==> src/rtl/seg_pkg.sv <==
// Shared types and constants for the time-shared 7-segment digit scheduler.
package seg_pkg;

    typedef enum logic [2:0] {
        IDLE,
        DRV_LO,
        WAIT_LO,
        DRV_HI,
        WAIT_HI
    } state_e;

    localparam logic [6:0] SEG_BLANK = 7'h7F;

    localparam int SEG_A = 0;
    localparam int SEG_B = 1;
    localparam int SEG_C = 2;
    localparam int SEG_D = 3;
    localparam int SEG_E = 4;
    localparam int SEG_F = 5;
    localparam int SEG_G = 6;

    localparam int DEFAULT_ENC_LATENCY    = 1;
    localparam int DEFAULT_REFRESH_CYCLES = 250000;

endpackage

==> src/rtl/seg_digit_scheduler_if.sv <==
// Value/load, shared-encoder and segment-pin signals of the digit scheduler.
interface seg_digit_scheduler_if;

    logic [7:0] i_Value;
    logic       i_Load;
    logic       o_Busy;
    logic [3:0] o_Enc_Num;
    logic [6:0] i_Enc_Seg;
    logic [6:0] o_Segment1;
    logic [6:0] o_Segment2;

    modport slave (
        input  i_Value, i_Load, i_Enc_Seg,
        output o_Busy, o_Enc_Num, o_Segment1, o_Segment2
    );

    modport master (
        output i_Value, i_Load, i_Enc_Seg,
        input  o_Busy, o_Enc_Num, o_Segment1, o_Segment2
    );

endinterface

==> src/rtl/seg_digit_scheduler.sv <==
// Sequences both nibbles of a held value through one shared 7-segment encoder.
// Optional: define SEG_LEADING_ZERO_BLANK_EN to blank a zero tens digit.
module seg_digit_scheduler
    import seg_pkg::*;
#(
    parameter int ENC_LATENCY    = DEFAULT_ENC_LATENCY,
    parameter int REFRESH_CYCLES = DEFAULT_REFRESH_CYCLES
) (
    input  logic                  i_Clk,
    input  logic                  i_Reset,
    seg_digit_scheduler_if.slave  bus
);

    localparam int         RW           = (REFRESH_CYCLES > 1) ? $clog2(REFRESH_CYCLES) : 1;
    localparam bit         REFRESH_EN   = (REFRESH_CYCLES > 0);
    localparam logic [RW-1:0] REFRESH_LAST = RW'((REFRESH_CYCLES > 0) ? REFRESH_CYCLES - 1 : 0);
    // The low nibble waits one extra cycle so its capture lands ENC_LATENCY+1 after the drive edge.
    localparam logic [2:0] LAT_LO       = 3'(ENC_LATENCY);
    localparam logic [2:0] LAT_HI       = 3'(ENC_LATENCY - 1);

    state_e        state_q,      state_d;
    logic [7:0]    value_q,      value_d;
    logic [7:0]    pend_value_q, pend_value_d;
    logic          pend_valid_q, pend_valid_d;
    logic [3:0]    enc_num_q,    enc_num_d;
    logic [2:0]    wait_q,       wait_d;
    logic [RW-1:0] refresh_q,    refresh_d;
    logic [6:0]    seg1_q,       seg1_d;
    logic [6:0]    seg2_q,       seg2_d;
    logic          busy_q,       busy_d;
    logic          start;

    always_comb begin
        // NOTE: every variable gets a default first so no path leaves it unassigned (no latches).
        state_d      = state_q;
        value_d      = value_q;
        pend_value_d = pend_value_q;
        pend_valid_d = pend_valid_q;
        enc_num_d    = enc_num_q;
        wait_d       = wait_q;
        refresh_d    = refresh_q;
        seg1_d       = seg1_q;
        seg2_d       = seg2_q;
        busy_d       = busy_q;
        start        = 1'b0;

        case (state_q)
            IDLE: begin
                if (bus.i_Load) begin
                    start   = 1'b1;
                    value_d = bus.i_Value;
                end else if (pend_valid_q) begin
                    start        = 1'b1;
                    value_d      = pend_value_q;
                    pend_valid_d = 1'b0;
                end else if (REFRESH_EN && refresh_q == REFRESH_LAST) begin
                    start = 1'b1;
                end else if (REFRESH_EN) begin
                    refresh_d = refresh_q + 1'b1;
                end
                if (start) begin
                    state_d   = DRV_LO;
                    busy_d    = 1'b1;
                    refresh_d = '0;
                end
            end
            DRV_LO: begin
                enc_num_d = value_q[3:0];
                wait_d    = '0;
                state_d   = WAIT_LO;
            end
            WAIT_LO: begin
                if (wait_q == LAT_LO) begin
                    seg2_d    = ~bus.i_Enc_Seg;
                    enc_num_d = value_q[7:4];
                    wait_d    = '0;
                    state_d   = WAIT_HI;
                end else begin
                    wait_d = wait_q + 1'b1;
                end
            end
            DRV_HI: begin
                enc_num_d = value_q[7:4];
                wait_d    = '0;
                state_d   = WAIT_HI;
            end
            WAIT_HI: begin
                if (wait_q == LAT_HI) begin
`ifdef SEG_LEADING_ZERO_BLANK_EN
                    seg1_d = (value_q[7:4] == 4'h0) ? SEG_BLANK : ~bus.i_Enc_Seg;
`else
                    seg1_d = ~bus.i_Enc_Seg;
`endif
                    busy_d  = 1'b0;
                    state_d = IDLE;
                end else begin
                    wait_d = wait_q + 1'b1;
                end
            end
            default: begin
                busy_d  = 1'b0;
                state_d = IDLE;
            end
        endcase

        // Loads arriving mid-sequence are parked; the newest one overwrites any older one.
        if (state_q != IDLE && bus.i_Load) begin
            pend_value_d = bus.i_Value;
            pend_valid_d = 1'b1;
        end
    end

    // NOTE: state uses non-blocking assignments so every flop samples pre-edge values.
    always_ff @(posedge i_Clk or posedge i_Reset) begin
        if (i_Reset) begin
            state_q      <= IDLE;
            value_q      <= '0;
            pend_value_q <= '0;
            pend_valid_q <= 1'b0;
            enc_num_q    <= '0;
            wait_q       <= '0;
            refresh_q    <= '0;
            seg1_q       <= SEG_BLANK;
            seg2_q       <= SEG_BLANK;
            busy_q       <= 1'b0;
        end else begin
            state_q      <= state_d;
            value_q      <= value_d;
            pend_value_q <= pend_value_d;
            pend_valid_q <= pend_valid_d;
            enc_num_q    <= enc_num_d;
            wait_q       <= wait_d;
            refresh_q    <= refresh_d;
            seg1_q       <= seg1_d;
            seg2_q       <= seg2_d;
            busy_q       <= busy_d;
        end
    end

    assign bus.o_Busy     = busy_q;
    assign bus.o_Enc_Num  = enc_num_q;
    assign bus.o_Segment1 = seg1_q;
    assign bus.o_Segment2 = seg2_q;

endmodule

==> src/flat_wrapper.sv <==
// flat-port wrapper written by rule: the top's interface ports become plain ports
module seg_digit_scheduler_flat import seg_pkg::*;
#(
    parameter int ENC_LATENCY    = DEFAULT_ENC_LATENCY,
    parameter int REFRESH_CYCLES = DEFAULT_REFRESH_CYCLES
)
  (i_Clk, i_Reset, bus_i_Value, bus_i_Load, bus_i_Enc_Seg, bus_o_Busy, bus_o_Enc_Num, bus_o_Segment1, bus_o_Segment2);
  seg_digit_scheduler_if bus_i ();
  input  logic i_Clk;
  input  logic i_Reset;
  input wire logic [$bits(bus_i.i_Value)-1:0] bus_i_Value;
  input wire logic [$bits(bus_i.i_Load)-1:0] bus_i_Load;
  input wire logic [$bits(bus_i.i_Enc_Seg)-1:0] bus_i_Enc_Seg;
  output wire logic [$bits(bus_i.o_Busy)-1:0] bus_o_Busy;
  output wire logic [$bits(bus_i.o_Enc_Num)-1:0] bus_o_Enc_Num;
  output wire logic [$bits(bus_i.o_Segment1)-1:0] bus_o_Segment1;
  output wire logic [$bits(bus_i.o_Segment2)-1:0] bus_o_Segment2;
  assign bus_i.i_Value = bus_i_Value;
  assign bus_i.i_Load = bus_i_Load;
  assign bus_i.i_Enc_Seg = bus_i_Enc_Seg;
  assign bus_o_Busy = bus_i.o_Busy;
  assign bus_o_Enc_Num = bus_i.o_Enc_Num;
  assign bus_o_Segment1 = bus_i.o_Segment1;
  assign bus_o_Segment2 = bus_i.o_Segment2;
  seg_digit_scheduler #(.ENC_LATENCY(ENC_LATENCY), .REFRESH_CYCLES(REFRESH_CYCLES)) u_core (.i_Clk(i_Clk), .i_Reset(i_Reset), .bus(bus_i));
endmodule
==> config.mk <==
export PLATFORM = sky130hd
export DESIGN_NAME = seg_digit_scheduler_flat
export DESIGN_NICKNAME = d
export VERILOG_FILES = /design/src/rtl/seg_pkg.sv /design/src/rtl/seg_digit_scheduler_if.sv /design/src/rtl/seg_digit_scheduler.sv /design/src/flat_wrapper.sv
export SDC_FILE = /design/constraint.sdc
export NUM_CORES = 1
export LEC_CHECK = 0
export CELL_PAD_IN_SITES_DETAIL_PLACEMENT = 0
export CELL_PAD_IN_SITES_GLOBAL_PLACEMENT = 1
export CORE_UTILIZATION = 39
export DETAILED_ROUTE_END_ITERATION = 12
export PLACE_DENSITY_LB_ADDON = 0.1
export SLEW_MARGIN = 30
export SYNTH_ARGS = -nofsm -noshare
export SYNTH_HDL_FRONTEND = slang
export SYNTH_SLANG_ARGS = --single-unit
==> constraint.sdc <==
create_clock -name i_Clk -period 2.1 [get_ports i_Clk]
set_clock_uncertainty 0.15 [all_clocks]
set_input_delay 0.525 -clock i_Clk [delete_from_list [all_inputs] [get_ports i_Clk]]
set_output_delay 0.525 -clock i_Clk [all_outputs]
set_load 0.02 [all_outputs]
==> results of run 1 <==
[logic make-up (layout without fill, tap and decap cells)]
logic type      after synthesis  count (layout)
simple gates                107             107
compound gates               70              70
flops                        60              60
mux                          24              24
buf+inv                      16              83
fa+ha+maj                     5               5
xor+xnor                      2               2
[path summary, 6_finish.rpt]
| kind | cells past startpoint | slack (ns) | to | start |
|---|---|---|---|---|
| setup / recovery | 6 | 0.1 | u_core.refresh_q[10] | u_core.refresh_q[8] |
| hold / removal | 2 | 0.31 | u_core.bus.o_Segment2[6] | u_core.bus.o_Segment2[6] |
| setup reg to reg | 6 | 0.1 | u_core.refresh_q[10] | u_core.refresh_q[8] |
| hold reg to reg | 2 | 0.31 | u_core.bus.o_Segment2[6] | u_core.bus.o_Segment2[6] |
| max in group asynchronous | 3 | 0.90 | u_core.bus.o_Segment1[1] | i_Reset |
| min in group asynchronous | 2 | 0.38 | u_core.wait_q[2] | i_Reset |
[power breakdown]
part / leakage (nW) / switching, mW / internal (mW)
Combinational: 0.821 / 1.15 / 0.954
Clock: 0.107 / 0.451 / 0.700
Sequential: 0.736 / 0.290 / 1.70
[flip-flops by register name, indices dropped and copies added (netlist names)]
name                   cells
u_core.bus.o_Enc_Num       4
u_core.pend_value_q        8
u_core.bus.o_Segment2      7
u_core.wait_q              3
u_core.bus.o_Segment1      7
u_core.refresh_q          18
u_core.state_q             3
u_core.bus.o_Busy          1
u_core.pend_valid_q        1
u_core.value_q             8
[cell usage in the layout (no fill, tap or decap), types with 3 or more instances in the layout]
| cell | n |
|---|---|
| dfrtp_1 | 46 |
| or2_2 | 3 |
| nand2b_1 | 6 |
| a21oi_1 | 23 |
| nor3_1 | 3 |
| dfstp_2 | 14 |
| mux2_2 | 10 |
| nor2_1 | 20 |
| o21ai_1 | 3 |
| clkbuf_8 | 10 |
| inv_1 | 4 |
| ha_1 | 5 |
| clkdlybuf4s50_1 | 22 |
| dlygate4sd2_1 | 14 |
| nand2_1 | 36 |
| o21ai_0 | 34 |
| nand3_1 | 10 |
| nand4_1 | 5 |
| a31oi_1 | 3 |
| mux2i_1 | 14 |
| buf_4 | 23 |
[worst max-delay path: cells and delay by family, from the launching register on]
family	cells	cell delay, ns
simple gates	3	0.80
flops	1	0.45
compound gates	2	0.34
buf+inv	1	0.14
[stage by stage]
stage | cells | area, sq um | total power [mW] | utilization
floorplan | 284 | 2930 | 3.36 | -
global placement | 434 | 3570 | 4.20 | 0.492
detailed placement | 434 | 3570 | 4.26 | 0.492
CTS | 450 | 3770 | 5.33 | 0.520
global route | 450 | 3770 | 5.66 | 0.520
finish | 450 | 3770 | 5.25 | 0.520
[per-layer routing]
layer	vias up	share of wire	track usage
met3	6	0.039	0.0429
met2	46	0.44	0.270
met4	0	0.012	0.0704
met5	-	0	0
li1	1136	-	-
met1	1080	0.50	0.247
[final cells by class]
cell class | count | area [sq um]
Sequential cell | 60 | 1520
Timing Repair Buffer | 61 | 556
Multi-Input combinational cell | 208 | 1330
Tap cell | 99 | 124
Clock buffer | 12 | 145
Fill cell | 693 | 3480
Inverter | 6 | 27.5
Clock inverter | 4 | 72.6
[what timing repair did]
item / CTS / global route
pin swaps: 0 / 1
setup endpoints to repair: 14 / 1
gates resized for setup: 14 / 0
==> results.md, run 1 <==
* Status: complete, no violations
* Number of max-cap violations at 0
* Final Cycle Share at 0.953
* Worst vdd ir at 0.715 mV
* Final Hold Slack at 0.315 ns
* Top-count cell post-synth: dfrtp_1
* Distinct cells, synth at 46
* Xor-xnor portion of the synthesized cell area at 0.00599
* Residual DRC at 0
* Simple-gate area share of the yosys netlist at 0.207
* CTS buffer count at 9
* Post-route setup slack at 0.0993 ns
* Post-synth EDFFs at 0
* Worst Max-Slew Pin Slew at 0.468 ns
* Final GP Congestion at 0.826
* Grt ovf at 0
* Horiz. Die Dim at 88.6 microns
* Max Fclk at 500 MHz
* IO Count at 37
* Final net count at 369
* Crit. End Element: register
* Syn Std Cell Area at 2930 sq um
* Clock root cell: clkbuf_8
* Via count at 2,268
* Worst path max stage delay at 0.45 ns
* Worst EP arrival at 2.07 ns
* Synth async-reset ratio at 1.00
* Largest family of logic cells by synthesized area: simple AND/OR/NAND/NOR gates
* Synth Register Bits at 60
* Mapped Cells at 284
* Max-slew violations at 0
* Synth Net Count at 307
* CP startpoint kind: register
* P&R area growth vs syn at 28.8%
* Final Hold Vio Count at 0
* IO buf count at 36
* Post-synth top area share at 0.393
* Via density at 5.04
* Die Ht at 88.6 microns
* GRT Util Overall at 0.178
* Most used cell, CP: a21o_1
* Crit path max-delay cell type: dfrtp_1
* Hold-fix buffers, CTS at 0
* Top cells by count, synth: 46 x dfrtp_1, 36 x nand2_1, 34 x o21ai_0
* Rows at 31
* Avg Inst Size Synth at 10.3 sq um
* Htree depth at 3
* Die footprint at 7850 sq um
* Synthesized-area fraction occupied by adder cells at 0.0214
* Register area share after synthesis at 0.519
* Vias in the first global route at 2,214
* Pwr Density at 1390 nW/um^2
* Tmin final at 2.00 ns
* CTS tree: built
* Total number of yosys warnings at 0
* Initial antenna violation count at 0
* Main area contributors after synthesis: dfrtp_1 39%, dfstp_2 13%, o21ai_0 5.8%
* Largest net degree at the start of global routing at 27
* Routed WL per cell at 13.6 microns
* Synth Flop Type: dfrtp_1
* Post-synthesis mux area share at 0.0864
* DRT Pass-1 Iters at 4
* Crit path cell chain: or2_2, nor4_4, a21o_1, buf_4, nor3b_1, a21o_1
* Hold WC Path Type: reg -> reg
* Clock sink count at 60
* # setup viols final at 0
* Starting Density at 0.403
* Final wirelength at 6.14 mm
* Core Area at 7250 sq um
* Post-DP HPWL at 4.49 mm
* Share of cells above drive strength 1 at 0.239
* Leakage at 1.66 nW
* Ant. Diodes at 0
* Worst-path maximum fanout at 6
* 1st-iter DRT viols at 104
* CTS max path bufs at 2
* Synth area leader: dfrtp_1
* DP Worst Slack at -0.0704 ns
* RSZ-0062 raised after global routing: false
* Synth Area in Compound Gates at 0.133
* Worst EP required at 2.17 ns
* Slew headroom at 0.687
* Postcts setup bufs at 0
* Final ANT Viol Nets at 0
* CP Class: reg -> reg
* Latest clock arrival within the worst-skew pair at 0.33 ns
* Clock transition at path regs at 0.07 ns
* First-pass GRT wire length at 10.6 mm
* Post-route setup TNS at 0 ns
(Power assumes the default switching activity.)
==> inputs of run 2 (changes only) <==
--- a/config.mk
+++ b/config.mk
@@ -10,7 +10,8 @@
 export CORE_UTILIZATION = 39
 export DETAILED_ROUTE_END_ITERATION = 12
 export PLACE_DENSITY_LB_ADDON = 0.1
-export SLEW_MARGIN = 30
+export REMOVE_ABC_BUFFERS = 1
+export SLEW_MARGIN = 5
 export SYNTH_ARGS = -nofsm -noshare
 export SYNTH_HDL_FRONTEND = slang
 export SYNTH_SLANG_ARGS = --single-unit
==> run 2 against run 1 <==
Sequential share of layout area up 0.82 points. Final cell count down 1.6%. Critical path depth down 5. Design area down 1.9%. Setup slack better by 0.0028 ns. Clock power down 11%. Maximum frequency up 0.14%. Largest cell class unchanged.
==> results.md, run 2 (synthesis results as in run 1) <==
* Crit path cell chain: clkdlybuf4s50_1 (was or2_2, nor4_4, a21o_1, buf_4, nor3b_1, a21o_1)
* Crit. End Element: output pin (was register)
* Share of cells above drive strength 1 at 0.230 (was 0.239)
* Via count at 2,193 (was 2,268)
* RSZ-0062 raised after global routing: false (unchanged)
* Top flop regs: u_core.refresh_q x18, u_core.pend_value_q x8, u_core.value_q x8 (unchanged)
* Vias in the first global route at 2,036 (was 2,214)
* Clock sink count at 60 (unchanged)
* Core Area at 7250 sq um (unchanged)
* Max-slew violations at 0 (unchanged)
* Clock transition at path regs at 0.07 ns (about the same)
* Via density at 4.95 (was 5.04)
* Pwr Density at 1370 nW/um^2 (was 1390 nW/um^2)
* First-pass GRT wire length at 9.76 mm (was 10.6 mm)
* Horiz. Die Dim at 88.6 microns (unchanged)
* Htree depth at 3 (unchanged)
* Max reg flops at 18 (unchanged)
* Final GP Congestion at 0.756 (was 0.826)
* Final Hold Slack at 0.317 ns (was 0.315 ns)
* Leakage at 1.62 nW (was 1.66 nW)
* Final non-filler cell total at 443 (was 450)
* Final Cycle Share at 0.951 (was 0.953)
* P&R area growth vs syn at 26.3% (was 28.8%)
* Slew headroom at 0.670 (was 0.687)
* Latest clock arrival within the worst-skew pair at 0.33 ns (about the same)
* Rows at 31 (unchanged)
* Final net count at 363 (was 369)
* Die footprint at 7850 sq um (unchanged)
* Ant. Diodes at 0 (unchanged)
* Hold-fix buffers, CTS at 0 (unchanged)
* IO buf count at 36 (unchanged)
* Worst R2R Setup Slack at 0.14 ns (was 0.1 ns)
* CP startpoint kind: register (unchanged)
* Worst Path Buf+Inv at 1 (unchanged)
* CP Class: reg -> out (was reg -> reg)
* Endpoint, Worst Hold: u_core.bus.o_Segment2[6] (unchanged)
* Initial antenna violation count at 0 (unchanged)
* 1st-iter DRT viols at 126 (was 104)
* Largest register by flop count: u_core.refresh_q (unchanged)
* Routed WL per cell at 13.2 microns (was 13.6 microns)
* Status: complete, no violations (unchanged)
* DRT Pass-1 Iters at 4 (unchanged)
* CTS buffer count at 9 (unchanged)
* Crit path max-delay cell type: clkdlybuf4s50_1 (was dfrtp_1)
* Max Fclk at 501 MHz (was 500 MHz)
* Most frequent cells in the layout: 45 x dfrtp_1, 36 x nand2_1, 34 x o21ai_0 (was 46 x dfrtp_1, 36 x nand2_1, 34 x o21ai_0)
* CP top delay family: buffers and inverters (was simple AND/OR/NAND/NOR gates)
* DP Worst Slack at -0.0526 ns (was -0.0704 ns)
* HP Start: u_core.bus.o_Segment2[6] (unchanged)
* Grt ovf at 0 (unchanged)
* CTS tree: built (unchanged)
* Residual DRC at 0 (unchanged)
* Worst Max-Slew Pin Slew at 0.493 ns (was 0.468 ns)
* Worst hold path depth at 2 (unchanged)
* Post-route setup slack at 0.102 ns (was 0.0993 ns)
* Worst path max stage delay at 0.62 ns (was 0.45 ns)
* # setup viols final at 0 (unchanged)
* Number of max-cap violations at 0 (unchanged)
* Final ANT Viol Nets at 0 (unchanged)
* Dpl cells at 428 (was 434)
* Fill cells at 724 (was 693)
* Worst-path maximum fanout at 3 (was 6)
* Final Hold Vio Count at 0 (unchanged)
* Tmin final at 2.00 ns (about the same)
* Clock root cell: clkbuf_8 (unchanged)
* Post-DP HPWL at 4.17 mm (was 4.49 mm)
* Starting Density at 0.403 (unchanged)
* CTS max path bufs at 2 (unchanged)
* Most common cell after layout, fill and taps aside: dfrtp_1 (unchanged)
* Hold WC Path Type: reg -> reg (unchanged)
* Worst R2R Start: u_core.refresh_q[0] (was u_core.refresh_q[8])
* Final wirelength at 5.87 mm (was 6.14 mm)
* Largest net degree at the start of global routing at 61 (was 27)
* R2R cell count at 6 (unchanged)
* Postcts setup bufs at 0 (unchanged)
* Die Ht at 88.6 microns (unchanged)
* GRT Util Overall at 0.166 (was 0.178)
* Worst EP arrival at 1.32 ns (was 2.07 ns)
* Worst vdd ir at 0.604 mV (was 0.715 mV)
* IO Count at 37 (unchanged)
* Worst reg2reg endpoint: u_core.refresh_q[16] (was u_core.refresh_q[10])
* Worst EP required at 1.42 ns (was 2.17 ns)
==> run 2: area by class of cell <==
class	count	area, sq um	area share
Sequential cell	60	1520	0.411
Tap cell	99	124	0.0335
Inverter	6	22.5	0.00609
Clock inverter	4	50.0	0.0135
Multi-Input combinational cell	208	1330	0.359
Clock buffer	11	141	0.0382
Timing Repair Buffer	55	510	0.138
==> run 2: metrics by stage <==
step / utilization / TNS [ns] / total power [mW] / cell area (sq um)
3_3_place_gp: 0.485 / -0.261 / 4.18 / 3520
5_1_grt: 0.510 / 0 / 5.47 / 3700
2_1_floorplan: - / -1.68 / 3.28 / 2870
4_1_cts: 0.509 / 0 / 5.16 / 3690
6_report: 0.510 / 0 / 5.08 / 3700
3_5_place_dp: 0.485 / -0.390 / 4.22 / 3520
==> run 2: how the worst max path moves through the flow <==
| stage | endpoint | cells after the start | start | slack [ns] |
|---|---|---|---|---|
| after floorplan | u_core.bus.o_Busy | 1 | i_Reset | -0.04 |
| after global placement | u_core.refresh_q[16] | 5 | bus_i_Load | -0.05 |
| after detailed placement | u_core.refresh_q[16] | 5 | bus_i_Load | -0.05 |
| after CTS | u_core.refresh_q[16] | 6 | u_core.refresh_q[0] | 0.05 |
| after global routing | bus_o_Busy | 1 | u_core.bus.o_Busy | 0.04 |
| final | bus_o_Busy | 1 | u_core.bus.o_Busy | 0.10 |
==> run 2: report_power, final <==
| group | internal, mW | total [mW] | switching (mW) | leakage (nW) |
|---|---|---|---|---|
| sequential | 1.70 | 1.98 | 0.276 | 0.734 |
| clock | 0.572 | 1.02 | 0.448 | 0.0914 |
| combinational | 0.943 | 2.09 | 1.14 | 0.790 |
| total | 3.22 | 5.08 | 1.87 | 1.62 |
==> run 2: layer usage <==
metal | global-route usage | wire length [microns] | vias to the layer above
met5 | 0 | 0 | -
met3 | 0.0373 | 293 | 10
met2 | 0.241 | 2530 | 52
met1 | 0.239 | 2960 | 1009
met4 | 0.0704 | 90 | 0
li1 | - | - | 1122
==> run 2: timing repair <==
| item | 4_1_cts | 5_1_grt |
|---|---|---|
| endpoints found under the setup margin | 14 | 6 |
| pin swaps | 0 | 1 |
| gates resized for setup | 14 | 2 |
==> inputs of run 3 (changes only) <==
--- a/config.mk
+++ b/config.mk
@@ -7,10 +7,9 @@
 export LEC_CHECK = 0
 export CELL_PAD_IN_SITES_DETAIL_PLACEMENT = 0
 export CELL_PAD_IN_SITES_GLOBAL_PLACEMENT = 1
-export CORE_UTILIZATION = 39
+export CORE_UTILIZATION = 43
 export DETAILED_ROUTE_END_ITERATION = 12
 export PLACE_DENSITY_LB_ADDON = 0.1
-export REMOVE_ABC_BUFFERS = 1
 export SLEW_MARGIN = 5
 export SYNTH_ARGS = -nofsm -noshare
 export SYNTH_HDL_FRONTEND = slang
==> constraint.sdc (replaced) <==
create_clock -name i_Clk -period 1.9 [get_ports i_Clk]
set_clock_uncertainty 0.15 [all_clocks]
set_input_delay 0.475 -clock i_Clk [delete_from_list [all_inputs] [get_ports i_Clk]]
set_output_delay 0.475 -clock i_Clk [all_outputs]
set_load 0.02 [all_outputs]
==> run 3 against run 2 <==
Clock-buffer cell count is 1 lower. Via count rose by 3.5%. Clock power increased by 13%. Sequential share of layout area decreased by 1.0 points. Critical path depth grew 4. Non-clock buffer count rose by 12. Register-to-register slack got worse by 0.06 ns. Flip-flop and latch count stayed put. Global-route usage rose by 2.6 points. Setup slack got worse by 0.025 ns. The flow now finishes with violations (DRC).
==> results.md, run 3 (synthesis results as in run 1) <==
* Status: finished, violations left (was complete, no violations)
* Failing checks: DRC
* First-pass GRT wire length at 10.6 mm (was 9.76 mm)
* Largest net degree at the start of global routing at 61 (unchanged)
* Final net count at 375 (was 363)
* IO buf count at 36 (unchanged)
* Rows at 29 (was 31)
* Crit path max-delay cell type: or4_4 (was clkdlybuf4s50_1)
* Pwr Total at 5.74 mW (was 5.08 mW)
* CTS tree: built (unchanged)
* Clock root cell: clkbuf_8 (unchanged)
* Grt ovf at 0 (unchanged)
* Most frequent cells in the layout: 44 x dfrtp_1, 36 x nand2_1, 34 x o21ai_0 (was 45 x dfrtp_1, 36 x nand2_1, 34 x o21ai_0)
* Hold WC Path Type: reg -> reg (unchanged)
* Worst Max-Slew Pin Slew at 0.365 ns (was 0.493 ns)
* Residual DRC at 5 (was 0)
* Top flop regs: u_core.refresh_q x18, u_core.pend_value_q x8, u_core.value_q x8 (unchanged)
* Core Area at 6460 sq um (was 7250 sq um)
* DRT Pass-1 Iters at 8 (was 4)
* CP Class: reg -> reg (was reg -> out)
* Most common cell after layout, fill and taps aside: dfrtp_1 (unchanged)
* Final Hold Vio Count at 0 (unchanged)
* Clock transition at path regs at 0.07 ns (about the same)
* Routed WL per cell at 13.8 microns (was 13.2 microns)
* Final GP Congestion at 0.783 (was 0.756)
* Pwr Density at 1510 nW/um^2 (was 1370 nW/um^2)
* Final Cycle Share at 0.960
* Postcts setup bufs at 0 (unchanged)
* Worst path max stage delay at 0.56 ns (was 0.62 ns)
* Tmin final at 1.82 ns
* RSZ-0062 raised after global routing: false (unchanged)
* Worst EP required at 1.97 ns (was 1.42 ns)
* GRT Util Overall at 0.192 (was 0.166)
* Post-DP HPWL at 4.25 mm (was 4.17 mm)
* Latest clock arrival within the worst-skew pair at 0.33 ns (about the same)
* Die footprint at 7140 sq um (was 7850 sq um)
* Slew headroom at 0.754 (was 0.670)
* Worst vdd ir at 0.930 mV (was 0.604 mV)
* Horiz. Die Dim at 84.5 microns (was 88.6 microns)
* Final Hold Slack at 0.327 ns (was 0.317 ns)
* Initial antenna violation count at 0 (unchanged)
* Worst-path maximum fanout at 4 (was 3)
* 1st-iter DRT viols at 83 (was 126)
* Leakage at 1.69 nW (was 1.62 nW)
* Final wirelength at 6.00 mm (was 5.87 mm)
* Die Ht at 84.5 microns (was 88.6 microns)
* Worst EP arrival at 1.90 ns (was 1.32 ns)
* P&R area growth vs syn at 29.6% (was 26.3%)
* Number of max-cap violations at 0 (unchanged)
* Final ANT Viol Nets at 0 (unchanged)
* Post-route setup TNS at 0 ns (unchanged)
* Final Util at 0.587 (was 0.510)
* Crit. End Element: register (was output pin)
* CP top delay family: simple AND/OR/NAND/NOR gates (was buffers and inverters)
* Ant. Diodes at 0 (unchanged)
* CP startpoint kind: register (unchanged)
* Max Fclk at 548 MHz
* CTS max path bufs at 2 (unchanged)
* Vias in the first global route at 2,251 (was 2,036)
* Worst Path Buf+Inv at 1 (unchanged)
* Share of cells above drive strength 1 at 0.269 (was 0.230)
* Starting Density at 0.453 (was 0.403)
* Via count at 2,269 (was 2,193)
* Htree depth at 3 (unchanged)
* Max-slew violations at 0 (unchanged)
* Max reg flops at 18 (unchanged)
* Via density at 5.23 (was 4.95)
* Crit path cell chain: or4_4, nor2_4, a21oi_1, buf_4, a32o_1 (was clkdlybuf4s50_1)
* # setup viols final at 0 (unchanged)
* Largest register by flop count: u_core.refresh_q (unchanged)
* CTS buffer count at 9 (unchanged)
* IO Count at 37 (unchanged)
* Clock sink count at 60 (unchanged)
## run 3: cell types whose count changed in the layout (fill, tap and decap cells not counted), moves of 2 or more
cell,change
clkdlybuf4s50_1,-5
clkinv_2,+2
dlygate4sd2_1,+5
buf_4,+11
## run 3: layout make-up
cell class | instances | area [sq um]
multi-input combinational | 208 | 1350
clock inverter | 6 | 63.8
timing repair buffer | 67 | 598
clock buffer | 10 | 138
inverter | 6 | 27.5
sequential | 60 | 1520
tap | 77 | 96.3
fill | 579 | 2670
## run 3: path summary, 6_finish.rpt
path                            slack (ns)                        to  cells past startpoint                startpoint
worst max register to register        0.08      u_core.refresh_q[11]                      5       u_core.refresh_q[4]
max in group asynchronous             0.86  u_core.bus.o_Segment2[0]                      3                   i_Reset
worst max-delay path                  0.08      u_core.refresh_q[11]                      5       u_core.refresh_q[4]
min in group asynchronous             0.42          u_core.wait_q[0]                      3                   i_Reset
worst min-delay path                  0.33  u_core.bus.o_Segment1[4]                      2  u_core.bus.o_Segment1[4]
worst min register to register        0.33  u_core.bus.o_Segment1[4]                      2  u_core.bus.o_Segment1[4]
## run 3: through the flow
step / worst slack [ns] / instances / area (sq um)
3_3_place_gp: -0.176 / 418 / 3600
3_5_place_dp: -0.221 / 418 / 3600
5_1_grt: 0.00289 / 434 / 3790
6_report: 0.0767 / 434 / 3790
4_1_cts: 0.0330 / 434 / 3780
2_1_floorplan: -0.0554 / 284 / 2970
## run 3: power breakdown
group	internal (mW)	switching (mW)	total [mW]
Clock	0.638	0.513	1.15
Combinational	1.09	1.33	2.43
Sequential	1.88	0.279	2.16
## run 3: worst reg2reg max path: stages (launching register included)
cell	delay, ns
dfrtp_1	0.39
or4_4	0.56
nor2_4	0.14
a21oi_1	0.10
buf_4	0.17
a32o_1	0.20
## run 3: layer usage
layer,vias up,part of all wire,wire length (microns),track usage
met5,-,0,0,0
met4,0,0.010,61,0.0693
met3,5,0.039,235,0.0551
met2,48,0.45,2720,0.296
met1,1073,0.50,2990,0.260
li1,1143,-,-,-
## run 3: what timing repair did
item                                    in CTS  in global routing
endpoints found under the setup margin      19                 12
hold buffers                                 0                  0
resized for setup                           19                  5
pin swaps                                    0                  4
hold endpoints to repair                     0                  0
